===== src/rtl/pipe_stage_reg.sv =====
// Inter-stage pipeline register for the five-stage MIPS core: payload, register-write
// controls and Tnew, with stall/flush, hazard-query outputs and a saturating stall counter.
module pipe_stage_reg #(
    parameter int unsigned PAYLOAD_W         = 136,
    parameter int unsigned REG_W             = 5,
    parameter int unsigned TNEW_W            = 2,
    parameter int unsigned TNEW_DEC_ON_STALL = 1,
    parameter int unsigned CNT_W             = 16
) (
    input  logic                 clk,
    input  logic                 reset,
    input  logic                 stall,
    input  logic                 flush,
    input  logic                 valid_in,
    input  logic [PAYLOAD_W-1:0] payload_in,
    input  logic                 reg_write_in,
    input  logic [REG_W-1:0]     write_reg_in,
    input  logic [TNEW_W-1:0]    tnew_in,
    input  logic [REG_W-1:0]     src_a,
    input  logic [REG_W-1:0]     src_b,
    output logic                 valid_out,
    output logic [PAYLOAD_W-1:0] payload_out,
    output logic                 reg_write_out,
    output logic [REG_W-1:0]     write_reg_out,
    output logic [TNEW_W-1:0]    tnew_out,
    output logic                 hit_a,
    output logic                 hit_b,
    output logic                 ready_a,
    output logic                 ready_b,
    output logic [CNT_W-1:0]     stall_cnt
);

    logic                 r_valid;
    logic [PAYLOAD_W-1:0] r_payload;
    logic                 r_reg_write;
    logic [REG_W-1:0]     r_write_reg;
    logic [TNEW_W-1:0]    r_tnew;
    logic [CNT_W-1:0]     r_stall_cnt;

    logic [TNEW_W-1:0]    w_tnew_in_dec;
    logic [TNEW_W-1:0]    w_tnew_held;
    logic [CNT_W-1:0]     w_cnt_next;
    logic                 w_reg_write_eff;
    logic                 w_tnew_zero;

    // Tnew counts down toward zero and never wraps, both on entry and while held
    assign w_tnew_in_dec = (tnew_in == '0) ? '0 : tnew_in - TNEW_W'(1);
    assign w_tnew_held   = (TNEW_DEC_ON_STALL == 0) ? r_tnew :
                           ((r_tnew == '0) ? '0 : r_tnew - TNEW_W'(1));
    assign w_cnt_next    = (r_stall_cnt == '1) ? r_stall_cnt : r_stall_cnt + CNT_W'(1);

    // Priority: reset > flush > stall > advance
    always_ff @(posedge clk) begin
        if (reset) begin
            r_valid     <= 1'b0;
            r_payload   <= '0;
            r_reg_write <= 1'b0;
            r_write_reg <= '0;
            r_tnew      <= '0;
            r_stall_cnt <= '0;
        end else if (flush) begin
            r_valid     <= 1'b0;
            r_payload   <= '0;
            r_reg_write <= 1'b0;
            r_write_reg <= '0;
            r_tnew      <= '0;
        end else if (stall) begin
            r_tnew      <= w_tnew_held;
            r_stall_cnt <= w_cnt_next;
        end else begin
            r_valid     <= valid_in;
            r_payload   <= payload_in;
            r_reg_write <= reg_write_in;
            r_write_reg <= write_reg_in;
            r_tnew      <= w_tnew_in_dec;
        end
    end

    // Hazard outputs depend only on held state and the query registers; $0 never matches
    assign w_reg_write_eff = r_valid & r_reg_write & (r_write_reg != '0);
    assign w_tnew_zero     = (r_tnew == '0);

    assign valid_out     = r_valid;
    assign payload_out   = r_payload;
    assign reg_write_out = w_reg_write_eff;
    assign write_reg_out = r_write_reg;
    assign tnew_out      = r_tnew;
    assign stall_cnt     = r_stall_cnt;

    assign hit_a   = w_reg_write_eff & (r_write_reg == src_a);
    assign hit_b   = w_reg_write_eff & (r_write_reg == src_b);
    assign ready_a = hit_a & w_tnew_zero;
    assign ready_b = hit_b & w_tnew_zero;

endmodule


===== config.mk =====
export PLATFORM = sky130hd
export DESIGN_NAME = pipe_stage_reg
export DESIGN_NICKNAME = d
export VERILOG_FILES = /design/src/rtl/pipe_stage_reg.sv
export SDC_FILE = /design/constraint.sdc
export NUM_CORES = 1
export LEC_CHECK = 0
export BUFFER_PORTS_ARGS = -buffer_cell sky130_fd_sc_hd__buf_2
export CAP_MARGIN = 40
export CORE_AREA = 2 2 127 129
export CTS_BUF_LIST = sky130_fd_sc_hd__clkbuf_8
export CTS_CLUSTER_SIZE = 8
export DETAILED_ROUTE_END_ITERATION = 7
export DIE_AREA = 0 0 129 131
export GPL_TIMING_DRIVEN = 0
export PLACE_DENSITY_LB_ADDON = 0.08
export SLEW_MARGIN = 30
export SYNTH_ARGS = -nofsm -noshare
export SYNTH_HDL_FRONTEND = slang
export SYNTH_SLANG_ARGS = --single-unit
export TNS_END_PERCENT = 30

===== constraint.sdc =====
create_clock -name clk -period 3.65 [get_ports clk]
set_input_delay 0.1825 -clock clk [delete_from_list [all_inputs] [get_ports clk]]
set_output_delay 0.1825 -clock clk [all_outputs]
set_load 0.005 [all_outputs]

# Yosys cells after proc, flatten, opt, wreduce, memory -nomap -nowiden
# Index checks and enable logic that the tools add are counted.
classes:
  reduce_logical: 5
  n_bitwise: 8
  eq_ne: 3
  n_mux: 3
  n_addsub: 3
op_table:
  columns: ["cell", "n"]
  rows:
  - ["$add 16x1->16 const B", 1]
  - ["$eq 16x16->1 const B", 1]
  - ["$eq 5x5->1", 2]
  - ["$and 1x1->1", 6]
  - ["$mux 2", 3]
  - ["$reduce_bool 5->1", 1]
  - ["$logic_not 2->1", 2]
  - ["$sub 2x1->2 const B", 2]
  - ["$reduce_and 3->1", 1]
  - ["$not 1->1", 2]
  - ["$reduce_or 2->1", 1]
word_totals:
  in_bits: 159
  output_inout_bits: 165
  wordCells: 28
  register_bits: 161

# Longest topological paths before layout
logic_depth:
  depth_word: 4
  ltp_mapped: 6
  depth_no_buf: 5

# Worst setup path after synthesis
# No wires, ideal clock.
synth_path:
  path_type: "register to register"
  start: "register r_stall_cnt[0] (netlist: stall_cnt[0])"
  end: "register r_stall_cnt[14] (netlist: stall_cnt[14])"
  setup_ps: 70
  period_less_slack_ps: 1538
  path_stages_with_launch: 6
  n_path_buf: 0
  arrival_time_ps: 1468
  required_ps: 3580
  slack_ps: 2112
  path_cell_list: "dfxtp_1 > ha_1 > and3b_1 > nand3_2 > or4_1 > a21oi_1"
synth_via:
  elab_chain_len: 3
  word_cells_on_any_way: 4
  cone_classes: "add/sub (1); eq/ne (1); bitwise (1); reduce/logical (1)"
synth_lines:
  columns: ["item", "line_no", "rtl"]
  rows:
  - ["start: declaration", "38", "logic [CNT_W-1:0] r_stall_cnt;"]
  - ["start signal: assignment", "69", "r_stall_cnt <= w_cnt_next;"]
  - ["parallel branches: the longest is 3 deep, another holds $add 16x1->16", null, null]
# Several ways; the timed one is not identified.
# A chain may end at the register's enable or synchronous reset.

# Final worst setup path
layout_path:
  start: "register r_write_reg[0] (netlist: write_reg_out[0])"
  end: "output port ready_b"
layout_via:
  elab_chain_len: 4
  word_cells_on_any_way: 5
  cone_classes: "eq/ne (1); bitwise (3); reduce/logical (1)"
layout_lines:
  columns: ["item", "line_no", "rtl"]
  rows:
  - ["start: declaration", "36", "logic [REG_W-1:0] r_write_reg;"]
  - ["start signal: assignment", "74", "r_write_reg <= write_reg_in;"]
  - ["$reduce_bool 5->1", "80", "assign w_reg_write_eff = r_valid & r_reg_write & (r_write_reg != '0);"]
  - ["$and 1x1->1", "80", null]
  - ["$and 1x1->1 (*)", "91", "assign hit_b = w_reg_write_eff & (r_write_reg == src_b);"]
  - ["$and 1x1->1 (*)", "93", "assign ready_b = hit_b & w_tnew_zero;"]
  - ["end: declaration", "29", "output logic ready_b,"]
# Mark *: on every way between the ends. The rest lies on a longest branch, timed or not.

==> flow_results.org <==
** Status
- Run status :: finished clean

** Clock network
- In this run the post-CTS setup repair buffer count came out at 0.
- Htree depth :: 4
- CTS tree :: done
- Reg clk slew, reported paths :: 0.08 ns
- Buffers inserted during clock tree synthesis total 17.
- CTS max path bufs :: 2
- The later pin in the worst-skew pair is clocked with a latency of 0.46 ns.
- Clock Tree Root :: sky130_fd_sc_hd__clkbuf_8
- Sinks on the clock net :: 161

** Yosys
- Synthesis-stage register bit count :: 161
- Count of flip-flops with a built-in enable after synthesis :: 0
- The commonest cells after synthesis are sky130_fd_sc_hd__dfxtp_1, sky130_fd_sc_hd__nor2_1, sky130_fd_sc_hd__mux2i_1.
- Synth Cell Area :: 6030 sq um
- In the synthesized netlist the dominant register cell turns out to be sky130_fd_sc_hd__dfxtp_1.
- Portion of synthesized cell area occupied by the leading cell type :: 53.4%
- Dominant combinational cell family by area after synthesis :: multiplexers
- After synthesis, the share of cell area in mux cells is 24.3%.
- Summing the areas of all compound-gate instances in the mapped netlist gives 3.07% of the synthesized area.
- After synthesis, the share of flip-flops with an asynchronous set or reset is 0%.
- Count leader, synth :: sky130_fd_sc_hd__dfxtp_1
- Seq/Total Area, Yosys :: 53.4%
- Number of different library cells in the post-synthesis netlist :: 40
- Leading post-synthesis cells by cell area :: sky130_fd_sc_hd__dfxtp_1, sky130_fd_sc_hd__mux2i_1, sky130_fd_sc_hd__nor2_1
- Area share of fa/ha/maj cells after synthesis :: 0.207%
- Each instance of the synthesized netlist takes up on average 10.2 sq um.
- Summing the areas of all xor and xnor instances in the mapped netlist gives 1.60% of the synthesized area.
- Warnings, synthesis :: 0
- Synth Instances :: 589
- Largest area contributor in the synthesized netlist :: sky130_fd_sc_hd__dfxtp_1
- Post-synthesis net count :: 749
- Simple-gate share of the synthesized area :: 14.6%

** Pwr
- Cell internal power was estimated by the tool at 2.73 mW.
- Of the total power, the share spent switching nets is 24.6%.
- Share of power burned in combinational logic :: 13.7%
- In this run the power density over the cells is 371 nW/um^2.
- Sequential share of power :: 50.8%
- Leakage dissipation :: 4.93 nW
- Net switching power figure :: 0.890 mW
- In this run, the clock network consumes 35.5% of the power.
- IR analysis of the VDD net gives a maximum drop of 0.000189 V.
- The design draws 3.62 mW.

** Route
- For this run, design rule violations remaining after detail routing come to 0.
- Dividing the detail-routed via count by the number of cells gives 4.66.
- Dividing the detail-routed wire length by the instance count gives 15.1 microns.
- Routed WL :: 19,600 microns
- The first detailed-routing pass ran for 4 iterations.
- In this run the remaining antenna-violating nets after routing total 0.
- Via count :: 6,085
- Iter 0 DRT Violations :: 193

** GRT
- Largest net degree at the start of global routing :: 17
- Global router's overall resource usage :: 22.6%
- Summed over all layers, the global routing overflow is 0.
- Number of antenna violations at the first check in global routing :: 1
- The number of global-route vias before repair came to 6,175.
- The first global-routing pass estimated 29,700 microns of wire.

** Final layout
- Final Net Count :: 1,235
- In the final layout, the share of cells above drive strength 1 is 34.4%.
- After the flow finishes, the layout carries non-filler instances totaling 1,305.
- Layout area overhead :: 61.6%
- Fillcell total :: 1,277

** Timing
- Summed over all failing endpoints, the final setup total negative slack is 0 ns.
- On the final layout, the worst clock skew is 0.00826 ns.
- Setup violations remaining at the end of the flow were counted as 0.
- Post-route fraction of the period consumed by the critical path :: 63.0%
- Worst slew pin tran :: 0.852 ns
- The number of hold violations in the final report came to 0.
- Post-layout min period :: 2.30 ns
- Based on the critical path, the design can be clocked at up to 0.435 GHz.
- The worst pin sits at a relative slew slack of 43.2%.
- Count of pins over their slew limit :: 0
- Setup repair after global routing missed its margin :: no

** Hold path
- Worst hold-check path type :: in -> reg
- Cell depth of the worst min-delay path :: 3

** Placement
- Final HPWL DP :: 13,700 microns
- Placed Instances :: 1,127
- The congestion estimate from routability-driven global placement came to 0.830.
- Port-buffer cells :: 322

** Floorplan
- Die Height :: 131 microns
- Chip Width :: 129 microns
- Die area :: 16,900 sq um
- Area of the core :: 15,600 sq um
- Initial Utilization :: 38.7%
- Number of placement rows :: 46
- During I/O placement, the number of pins put on the boundary was 324.

** Critical path
- Data arrival, critical path :: 2.12 ns
- Worst Reg-to-Reg Cells :: 5
- Largest fanout of any net on the critical path :: 5
- Type of destination of the critical path :: output port
- Crit start category :: flip-flop
- Category of the critical setup timing path :: reg -> out
- STA puts the critical path data required time at 3.47 ns.

** Flow run
- # Max-Cap Violations :: 0
cell usage in the layout, fill, tap and decap left out, types with 2 or more instances in the layout:
cell,synthesis,final
sky130_fd_sc_hd__or4_1,4,4
sky130_fd_sc_hd__clkbuf_1,14,14
sky130_fd_sc_hd__or3_1,6,6
sky130_fd_sc_hd__nand4_1,4,4
sky130_fd_sc_hd__and3_1,3,3
sky130_fd_sc_hd__xnor2_1,6,6
sky130_fd_sc_hd__o31ai_1,5,5
sky130_fd_sc_hd__clkbuf_8,0,19
sky130_fd_sc_hd__a21oi_1,13,13
sky130_fd_sc_hd__dlygate4sd3_1,0,145
sky130_fd_sc_hd__nand3_1,4,4
sky130_fd_sc_hd__inv_1,3,6
sky130_fd_sc_hd__clkinvlp_4,0,4
sky130_fd_sc_hd__nand2b_1,3,3
sky130_fd_sc_hd__nor2_1,152,152
sky130_fd_sc_hd__o21ai_0,5,5
sky130_fd_sc_hd__dfxtp_1,161,161
sky130_fd_sc_hd__buf_2,16,338
sky130_fd_sc_hd__a211oi_1,2,2
sky130_fd_sc_hd__xor2_1,5,5
sky130_fd_sc_hd__buf_1,5,5
sky130_fd_sc_hd__nand2_1,8,8
sky130_fd_sc_hd__clkinv_2,0,4
sky130_fd_sc_hd__nor2b_1,2,2
sky130_fd_sc_hd__nor3_1,5,5
sky130_fd_sc_hd__mux2i_1,144,144
sky130_fd_sc_hd__or2_2,2,2
sky130_fd_sc_hd__bufinv_16,0,2
sequential cells by signal (all words and copies together), names as in the netlist:
signal / cells
valid_out: 1
r_reg_write: 1
stall_cnt: 16
payload_out: 136
write_reg_out: 5
tnew_out: 2
per-stage QoR:
stage / utilization [%] / area [sq um] / hold WS, ns / setup WS (ns)
after floorplan: - / 6030 / 0.326 / 2.11
after global placement: 50.8 / 7920 / 0.412 / 1.75
after detailed placement: 50.8 / 7920 / 0.420 / 1.71
after CTS: 62.5 / 9750 / 0.0174 / 1.26
after global routing: 62.5 / 9750 / 0.0289 / 1.23
final: 62.5 / 9750 / 0.0424 / 1.35
final timing paths:
path | slack, ns | from | end
max | 1.35 | write_reg_out[0] | ready_b
min | 0.04 | tnew_in[0] | tnew_out[0]
max reg2reg | 1.90 | stall_cnt[11] | stall_cnt[0]
min reg2reg | 0.50 | payload_out[98] | payload_out[98]
cell type report:
type	instances	area [sq um]	area share, %
flip-flops and latches	161	3220	33.0
repair buffers	467	3060	31.4
multi-input cells	389	2640	27.1
well taps	216	270	2.77
clock buffers	19	262	2.68
plain buffers	36	159	1.63
clock inverters	13	121	1.24
inverters	3	11.3	0.115
diodes	1	2.50	0.0257
power by group through the flow:
stage | Clock [mW] | Sequential (mW) | Combinational, mW
floorplan | 0 | 1.88 | 0.183
global placement | 0 | 1.88 | 0.359
detailed placement | 0 | 1.88 | 0.368
CTS | 1.32 | 1.84 | 0.491
global route | 1.39 | 1.85 | 0.541
finish | 1.29 | 1.84 | 0.495
cells by family (layout without fill, tap and decap cells):
kind of cell | Yosys count | after routing
and+or+nand+nor | 202 | 202
DFF | 161 | 161
muxes | 146 | 146
adders and majority gates | 1 | 1
xor gates and xnor gates | 11 | 11
buffers and inverters | 39 | 538
AOI/OAI and AO/OA | 29 | 29
other | 0 | 1
what timing repair did:
item                      in CTS  in global routing
hold buffers                 145                  0
hold endpoints to repair     144                  0
gates resized for setup        0                  0
critical path, cell delays in order (launching register included):
cell                      delay (ns)
sky130_fd_sc_hd__dfxtp_1        0.48
sky130_fd_sc_hd__or3_1          0.16
sky130_fd_sc_hd__o311a_1        0.23
sky130_fd_sc_hd__nand4_1        0.23
sky130_fd_sc_hd__nor4b_1        0.37
sky130_fd_sc_hd__buf_2          0.20
layer usage:
layer	vias to the layer above	routed length (microns)	GRT usage, %
met5	-	0	0
met1	2830	7590	23.5
met3	44	1400	7.65
met4	0	575	9.40
li1	2969	-	-
met2	242	10100	41.8
Note: power is estimated with default switching activity, not from simulation.
